--- src/rtl/fle_if.sv ---
// fle_if: operand/result bundle for the binary32 less-or-equal comparator.
// The exception wire exists only when FLE_EXCEPTION_EN is defined.
interface fle_if;
  logic        in_valid;
  logic [31:0] x1;
  logic [31:0] x2;
  logic        out_valid;
  logic        y;
`ifdef FLE_EXCEPTION_EN
  logic        exception;

  modport master (output in_valid, x1, x2, input out_valid, y, exception);
  modport slave  (input in_valid, x1, x2, output out_valid, y, exception);
`else
  modport master (output in_valid, x1, x2, input out_valid, y);
  modport slave  (input in_valid, x1, x2, output out_valid, y);
`endif
endinterface

--- src/rtl/fle.sv ---
// fle: IEEE-754 binary32 ordered compare y = (x1 <= x2), one-cycle registered.
// Optional feature: define FLE_EXCEPTION_EN to add the registered exception
// output, which flags a NaN on either operand (quiet or signaling).
module fle (
  input  logic clk,
  input  logic rstn,
  fle_if.slave bus
);

  logic [31:0] a;
  logic [31:0] b;
  logic        a_nan;
  logic        b_nan;
  logic        both_zero;
  logic        le;

  assign a = bus.x1;
  assign b = bus.x2;

  // Operand classification: NaN has all-ones exponent with a non-zero mantissa.
  assign a_nan     = (a[30:23] == 8'hFF) && (a[22:0] != 23'd0);
  assign b_nan     = (b[30:23] == 8'hFF) && (b[22:0] != 23'd0);
  assign both_zero = (a[30:0] == 31'd0) && (b[30:0] == 31'd0);

  // Priority-ordered compare; sign-magnitude encoding orders positive values
  // by raw magnitude and negative values by reversed magnitude.
  always_comb begin
    // NOTE: default assignment first so every path drives le and no latch is inferred.
    le = 1'b0;
    if (a_nan || b_nan) begin
      le = 1'b0;
    end else if (both_zero) begin
      le = 1'b1;
    end else if (a[31] != b[31]) begin
      le = a[31];
    end else if (!a[31]) begin
      le = (a[30:0] <= b[30:0]);
    end else begin
      le = (a[30:0] >= b[30:0]);
    end
  end

  // Result register: out_valid tracks in_valid; result holds across gaps.
  always_ff @(posedge clk) begin
    // NOTE: non-blocking assignments keep every register sampling pre-edge values.
    if (!rstn) begin
      bus.out_valid <= 1'b0;
      bus.y         <= 1'b0;
    end else begin
      bus.out_valid <= bus.in_valid;
      if (bus.in_valid) begin
        bus.y <= le;
      end
    end
  end

`ifdef FLE_EXCEPTION_EN
  // Invalid-operand flag, registered with the same timing as y.
  always_ff @(posedge clk) begin
    if (!rstn) begin
      bus.exception <= 1'b0;
    end else if (bus.in_valid) begin
      bus.exception <= a_nan || b_nan;
    end
  end
`endif

endmodule

--- src/flat_wrapper.sv ---
// flat-port wrapper written by rule: the top's interface ports become plain ports
module fle_flat 
  (clk, rstn, bus_in_valid, bus_x1, bus_x2, bus_out_valid, bus_y);
  fle_if bus_i ();
  input  logic clk;
  input  logic rstn;
  input wire logic [$bits(bus_i.in_valid)-1:0] bus_in_valid;
  input wire logic [$bits(bus_i.x1)-1:0] bus_x1;
  input wire logic [$bits(bus_i.x2)-1:0] bus_x2;
  output wire logic [$bits(bus_i.out_valid)-1:0] bus_out_valid;
  output wire logic [$bits(bus_i.y)-1:0] bus_y;
  assign bus_i.in_valid = bus_in_valid;
  assign bus_i.x1 = bus_x1;
  assign bus_i.x2 = bus_x2;
  assign bus_out_valid = bus_i.out_valid;
  assign bus_y = bus_i.y;
  fle u_core (.clk(clk), .rstn(rstn), .bus(bus_i));
endmodule
--- config.mk ---
export PLATFORM = sky130hd
export DESIGN_NAME = fle_flat
export DESIGN_NICKNAME = d
export VERILOG_FILES = /design/src/rtl/fle_if.sv /design/src/rtl/fle.sv /design/src/flat_wrapper.sv
export SDC_FILE = /design/constraint.sdc
export NUM_CORES = 1
export LEC_CHECK = 0
export ABC_AREA = 1
export CAP_MARGIN = 40
export CORE_UTILIZATION = 42
export DETAILED_ROUTE_END_ITERATION = 10
export HOLD_SLACK_MARGIN = 0.12
export PLACE_DENSITY = 0.91
export SLEW_MARGIN = 0
export SYNTH_ARGS = -nofsm -noshare
export SYNTH_HDL_FRONTEND = slang
export SYNTH_SLANG_ARGS = --single-unit
export TNS_END_PERCENT = 10
--- constraint.sdc ---
create_clock -name clk -period 2.65 [get_ports clk]
set_input_delay 0.3975 -clock clk [delete_from_list [all_inputs] [get_ports clk]]
set_output_delay 0.3975 -clock clk [all_outputs]
set_load 0.02 [all_outputs]
==> results of run 1 <==
-- worst max-delay path by stage --
stage | end | startpoint | depth (start not counted) | slack, ns
2_1_floorplan | u_core.bus.y | bus_x2[30] | 15 | 1.02
3_3_place_gp | u_core.bus.y | bus_x2[14] | 13 | 0.34
3_5_place_dp | u_core.bus.y | bus_x2[14] | 16 | 0.26
4_1_cts | u_core.bus.y | bus_x2[14] | 16 | 0.49
5_1_grt | u_core.bus.y | bus_x2[14] | 16 | 0.32
6_report | u_core.bus.y | bus_x2[14] | 16 | 0.47
-- area by class of cell --
type / count / area share [%]
Clock buffer: 3 / 1.146
Inverter: 53 / 10.12
Multi-Input combinational cell: 157 / 50.10
Sequential cell: 2 / 2.037
Tap cell: 31 / 1.973
Timing Repair Buffer: 68 / 34.63
-- flip-flops by register name, summed over array words and instances, names as in the netlist --
register and cells:
u_core.bus.y 1, u_core.bus.out_valid 1
-- kinds of logic (layout without fill, tap and decap cells) --
kind of cell               Yosys count  count (layout)  synth area share (%)
AOI/OAI and AO/OA                   13              13                 6.033
adders and majority gates           31              31                 31.70
buffers and inverters               53             124                 16.26
DFF                                  2               2                 3.272
and+or+nand+nor                    113             113                 42.74
-- critical path, delay by kind of cell --
family                   cells  cell delay [ns]
AO/OA/AOI/OAI                1             0.05
adder cells (fa/ha/maj)      1             0.29
buffers and inverters        2             0.51
AND/OR/NAND/NOR             12             1.07
-- where the power goes --
group          leakage, nW  switching, mW  internal, mW
clock network       0.0138         0.0194        0.0501
registers           0.0166       0.000858        0.0323
logic                0.996          0.117         0.150
total                 1.03          0.138         0.233
-- layer usage --
metal / vias up / global-route usage [%] / routed length, µm
met3: 5 / 1.395 / 184
met1: 667 / 28.65 / 1587
met2: 52 / 38.44 / 1472
li1: 839 / - / -
met4: 0 / 2.787 / 27
met5: - / 0 / 0
-- cells in the mapped netlist --
| master | instances |
|---|---|
| sky130_fd_sc_hd__a21o_1 | 1 |
| sky130_fd_sc_hd__a21oi_1 | 9 |
| sky130_fd_sc_hd__a21oi_2 | 1 |
| sky130_fd_sc_hd__and2_1 | 2 |
| sky130_fd_sc_hd__dfxtp_1 | 2 |
| sky130_fd_sc_hd__ha_1 | 31 |
| sky130_fd_sc_hd__inv_1 | 43 |
| sky130_fd_sc_hd__inv_2 | 10 |
| sky130_fd_sc_hd__nand2_1 | 51 |
| sky130_fd_sc_hd__nand2_2 | 2 |
| sky130_fd_sc_hd__nand2_4 | 1 |
| sky130_fd_sc_hd__nand3_1 | 11 |
| sky130_fd_sc_hd__nand4_1 | 10 |
| sky130_fd_sc_hd__nor2_1 | 17 |
| sky130_fd_sc_hd__nor2_2 | 1 |
| sky130_fd_sc_hd__nor3_1 | 4 |
| sky130_fd_sc_hd__nor4_1 | 12 |
| sky130_fd_sc_hd__o21a_1 | 1 |
| sky130_fd_sc_hd__o21ai_1 | 1 |
| sky130_fd_sc_hd__or2_0 | 1 |
| sky130_fd_sc_hd__or3_1 | 1 |
-- per-stage QoR --
step / setup slack, ns / std cells / area [µm²] / hold WS [ns] / power [mW]
6_report: 0.4745 / 314 / 1966 / 0.4768 / 0.3704
5_1_grt: 0.3212 / 314 / 1966 / 0.5070 / 0.4010
4_1_cts: 0.4925 / 314 / 1966 / 0.4806 / 0.3682
3_5_place_dp: 0.2647 / 311 / 1943 / 0.4739 / 0.2991
3_3_place_gp: 0.3355 / 311 / 1943 / 0.4634 / 0.2930
2_1_floorplan: 1.023 / 212 / 1224 / 0.4910 / 0.1556
-- placed cells by master (no fill, tap or decap), types with 2 or more instances in the layout --
cell	n
sky130_fd_sc_hd__nand2_1	51
sky130_fd_sc_hd__nand2_2	2
sky130_fd_sc_hd__clkdlybuf4s50_1	68
sky130_fd_sc_hd__dfxtp_1	2
sky130_fd_sc_hd__nor4_1	12
sky130_fd_sc_hd__clkbuf_4	3
sky130_fd_sc_hd__nor2_1	17
sky130_fd_sc_hd__nor3_1	4
sky130_fd_sc_hd__inv_2	10
sky130_fd_sc_hd__ha_1	31
sky130_fd_sc_hd__nand3_1	11
sky130_fd_sc_hd__nand4_1	10
sky130_fd_sc_hd__and2_1	2
sky130_fd_sc_hd__inv_1	43
sky130_fd_sc_hd__a21oi_1	9
==> qor_table.md, run 1 <==
| Quantity | Reported |
|---|---|
| Via total after detailed routing | 1563 |
| Most numerous cell on the critical path | sky130_fd_sc_hd__nand2_1 |
| FF-to-FF Start | u_core.bus.y |
| Detailed-router iteration count before antenna repair | 4 |
| Slew at the pin closest to its max-slew limit | 0.3428 ns |
| Final wirelength | 3272 µm |
| Final period demand of the worst path | 2.175 ns |
| Run status | complete, no violations |
| Number of buffers inserted by hold repair at cts | 0 |
| Die H | 55.98 µm |
| Final hold vios | 0 |
| Insertion delay of the later-clocked pin in the worst-skew pair | 0.23 ns |
| Critical path capture point type | register |
| Starting density of the core | 44.37% |
| Post-route setup TNS | 0 ns |
| Worst setup path category | in -> reg |
| Max cap viols | 0 |
| Leakage Power | 1.026 nW |
| Worst path required time | 2.77 ns |
| Slowest stage delay, CP | 0.47 ns |
| Quantity of I/O buffers inserted on ports | 68 |
| Synthesized area divided by synthesized cell count | 5.772 µm² |
| Synth cell types | 21 |
| Detailed-route wire length per cell | 10.42 µm |
| Area of the mapped netlist | 1224 µm² |
| Critical Path, Cell by Cell | clkdlybuf4s50_1 > inv_2 > ha_1 > nand2_1 > nor2_1 > nand2_1 > nor2_1 > nor2_1 > nand2_1 > nand2_1 > nand2_1 > nand2_1 > nand2_1 > nand3_1 > nand2_1 > a21oi_2 |
| Detailed Place HPWL | 2951 µm |
| Initial DRC count | 41 |
| Number of H-tree levels | 1 |
| Synthesis-to-finish area growth | 60.63% |
| Critical path's slowest cell | sky130_fd_sc_hd__clkdlybuf4s50_1 |
| Width of the die | 55.98 µm |
| First-pass GRT wire length | 5789 µm |
| Worst relative slew slack | 76.94% |
| Count of fill cells added during filler insertion | 241 |
| Pin count of the biggest net entering global routing | 4 |
| R2r endpoint | u_core.bus.y |
| Total grt overflow | 0 |
| Final weighted congestion in routability-driven placement | 0.8531 |
| Sequential-to-total area share from yosys stat | 3.272% |
| Pwr Density | 188.4 nW/µm² |
| Clock sink count | 2 |
| Longest Clk Path Bufs | 2 |
| Boundary pin count | 69 |
| Peak supply drop | 226.8 µV |
| Hold Path End | u_core.bus.y |
| Max-slew violation count | 0 |
| Number of setup buffers added after CTS | 0 |
| Highest fanout seen on the critical path | 3 |
| Antenna Diode Count | 0 |
| Post-Synthesis Net Count | 310 |
| Initial antenna violation count | 0 |
| Yosys warning total | 0 |
| Beginning of the worst hold path | u_core.bus.y |
| Clock tree root driver cell | sky130_fd_sc_hd__clkbuf_4 |
| Worst Clk Skew | 0 ns |
| Maximum clock frequency | 459.7 MHz |
| Final setup vio count | 0 |
| Area of combinational cells with multiple inputs | 984.7 µm² |
| CTS Buf Count | 3 |
| Share of final-layout standard cells stronger than drive strength 1 | 6.360% |
| GR Util All Layers | 21.39% |
| Hold Crit Class | reg -> reg |
| Biggest area consumer among synthesized cells | sky130_fd_sc_hd__ha_1 |
| Post-cts gate resize count | 0 |
| Largest cells by area after synthesis | sky130_fd_sc_hd__ha_1 32%, sky130_fd_sc_hd__nand2_1 16%, sky130_fd_sc_hd__inv_1 13%, sky130_fd_sc_hd__nor4_1 6.1%, sky130_fd_sc_hd__nor2_1 5.2% |
| Std cell rows | 19 |
| Number of vias per cell after detailed routing | 4.978 |
| Setup repair after global routing missed its margin | no |
| Full die area | 3133 µm² |
| CTS tree | done |
| Sequential cell area | 40.04 µm² |
| Worst EP arrival | 2.30 ns |
| Sort of element at the start of the critical path | input pin |
| Final cycle utilization of the critical path | 82.09% |
| Post-layout util | 71.28% |
| Post-route ant nets | 0 |
| Number of nets at the end of the flow | 383 |
| Reg clk slew, reported paths | 0.03 ns |
| Number of cells traversed by the worst register-to-register path | 2 |
| Hold path depth | 2 |
| Reg-to-reg slack, setup | 2.08 ns |
| Area share of the leading cell type in the synthesized netlist | 31.70% |
| Core Box Area | 2758 µm² |
| Number of global-route vias before repair | 1522 |
| Gate Count Post-Synth | 212 |
| Residual DRC | 0 |
| Total of flip-flops plus latches after synthesis | 2 |
No activity file was read; power rests on OpenSTA's default activity.
==> inputs of run 2 (changes only) <==
- CORE_UTILIZATION: 42 -> 35
- PLACE_DENSITY: 0.91 -> 0.81
- clock period: 2.65 -> 1.76 ns (I/O delays scaled with it)
==> run 2 against run 1 <==
  * The run now ends with negative setup slack left
  * Largest power group unchanged
  * Non-clock buffer count up 28
  * Clock skew unchanged
  * Hold slack worse by 0.013 ns
  * Critical path depth down 3
  * Flip-flop and latch count unchanged
  * Utilization up 8.7 points
  * Global-route usage up 3.0 points
  * Via count up 19%
  * Design area up 36%
  * Sequential share of layout area down 0.54 points
==> qor_table.md, run 2 (synthesis results as in run 1) <==
| Quantity | Reported |
|---|---|
| Maximum clock frequency | 564.5 MHz |
| Clock sink count | 2 |
| CTS tree | done |
| Detailed-route wire length per cell | 15.02 µm |
| Std cell rows | 21 |
| Die H | 61.13 µm |
| Max cap viols | 0 |
| Pwr Density | 288.9 nW/µm² |
| Antenna Diode Count | 0 |
| Post-route setup slack | -0.01133 ns |
| Total grt overflow | 0 |
| Highest fanout seen on the critical path | 2 |
| Via total after detailed routing | 1865 |
| Final cycle utilization of the critical path | 100.6% |
| Hold slack final | 0.4635 ns |
| Post-route setup TNS | -0.01133 ns |
| Initial DRC count | 86 |
| Full die area | 3737 µm² |
| Quantity of I/O buffers inserted on ports | 68 |
| Clock tree root driver cell | sky130_fd_sc_hd__clkbuf_4 |
| First-pass GRT wire length | 6872 µm |
| Core Box Area | 3337 µm² |
| Worst Clk Skew | 0 ns |
| Most common cell after layout, fill and taps aside | sky130_fd_sc_hd__nand2_1 |
| Violated checks | negative setup slack |
| Width of the die | 61.13 µm |
| Worst relative slew slack | 75.03% |
| Most frequent cells in the layout | 39 x sky130_fd_sc_hd__nand2_1, 33 x sky130_fd_sc_hd__dlymetal6s2s_1, 28 x sky130_fd_sc_hd__inv_1, 28 x sky130_fd_sc_hd__buf_4, 25 x sky130_fd_sc_hd__inv_2 |
| Pin count of the biggest net entering global routing | 4 |
| Number of vias per cell after detailed routing | 5.224 |
| Residual DRC | 0 |
| Initial antenna violation count | 0 |
| Max-slew violation count | 0 |
| Number of global-route vias before repair | 1737 |
| Synthesis-to-finish area growth | 118.1% |
| Worst path required time | 1.89 ns |
| Detailed-router iteration count before antenna repair | 6 |
| CTS Buf Count | 3 |
| Worst setup path category | in -> reg |
| Detailed Place HPWL | 3139 µm |
| Reg-to-reg slack, setup | 1.22 ns |
| Number of nets at the end of the flow | 411 |
| Reg clk slew, reported paths | 0.03 ns |
| GR Util All Layers | 24.41% |
| Worst EP arrival | 1.90 ns |
| Peak supply drop | 212.6 µV |
| Starting density of the core | 36.67% |
| Biggest registers after layout | u_core.bus.out_valid: 1 flops, u_core.bus.y: 1 flops |
| Final hold vios | 0 |
| Boundary pin count | 69 |
| Leakage Power | 1.514 nW |
| Final wirelength | 5363 µm |
| Run status | finished with violations |
| Critical path capture point type | register |
| Share of final-layout standard cells stronger than drive strength 1 | 36.66% |
| Number of H-tree levels | 1 |
| Final period demand of the worst path | 1.771 ns |
| Final setup vio count | 1 |
| Sort of element at the start of the critical path | input pin |
| Final weighted congestion in routability-driven placement | 0.9065 |
| Longest Clk Path Bufs | 2 |
| Slew at the pin closest to its max-slew limit | 0.3712 ns |
| Insertion delay of the later-clocked pin in the worst-skew pair | 0.24 ns |
| Post-route ant nets | 0 |
| Count of fill cells added during filler insertion | 214 |
| Hold Crit Class | reg -> reg |
==> run 2: area by class of cell <==
cell class / instances / area, µm² / share of cell area [%]
Multi-Input combinational cell: 157 / 1399 / 52.41
Timing Repair Buffer: 96 / 950.9 / 35.63
Inverter: 53 / 198.9 / 7.454
Tap cell: 46 / 57.56 / 2.157
Sequential cell: 2 / 40.04 / 1.500
Clock buffer: 3 / 22.52 / 0.8439
==> run 2: report_power, final <==
group / internal (mW) / switching [mW] / total (mW)
Combinational: 0.324 / 0.286 / 0.611
Clock: 0.0759 / 0.0347 / 0.111
Sequential: 0.0487 / 0.00111 / 0.0498
==> run 2: repair_timing <==
item	CTS	global route
buffers inserted	6	4
pin swaps	32	29
resized for setup	66	72
endpoints found under the setup margin	1	1
hold buffers	0	0
==> run 2: worst max-delay path, stage by stage <==
cell and delay [ns]:
sky130_fd_sc_hd__clkdlybuf4s50_1 0.44, sky130_fd_sc_hd__ha_1 0.35, sky130_fd_sc_hd__nand2_1 0.08, sky130_fd_sc_hd__nor2_1 0.10
sky130_fd_sc_hd__nand2_1 0.05, sky130_fd_sc_hd__nand2_1 0.08, sky130_fd_sc_hd__nand2_1 0.10, sky130_fd_sc_hd__nand2_1 0.08
sky130_fd_sc_hd__nand2_1 0.07, sky130_fd_sc_hd__nand2_1 0.09, sky130_fd_sc_hd__nand3_2 0.08, sky130_fd_sc_hd__nand2_2 0.07
sky130_fd_sc_hd__a21oi_2 0.05
==> run 2: final timing paths <==
path	to	cells past startpoint	from
min reg2reg	u_core.bus.y	2	u_core.bus.y
max reg2reg	u_core.bus.y	2	u_core.bus.y
min	u_core.bus.y	2	u_core.bus.y
max	u_core.bus.y	13	bus_x1[7]
==> run 2: stage by stage <==
step	cell area, µm²	worst slack, ns	total power, mW	utilization, %	cells
6_report	2669	-0.01133	0.7709	79.98	357
2_1_floorplan	1224	0.2662	0.2343	-	212
3_5_place_dp	2097	-0.4559	0.4855	62.84	344
3_3_place_gp	2097	-0.4198	0.4781	62.84	344
5_1_grt	2669	-0.05807	0.8240	79.98	357
4_1_cts	2387	0.0001801	0.6652	71.54	353
==> run 2: routing by layer <==
metal  global-route usage [%]  wire length, µm  up-vias
met4                    8.442              197        0
li1                         -                -      898
met3                    5.672              318       22
met2                    44.72             2756      100
met5                        0                0        -
met1                    27.51             2090      845
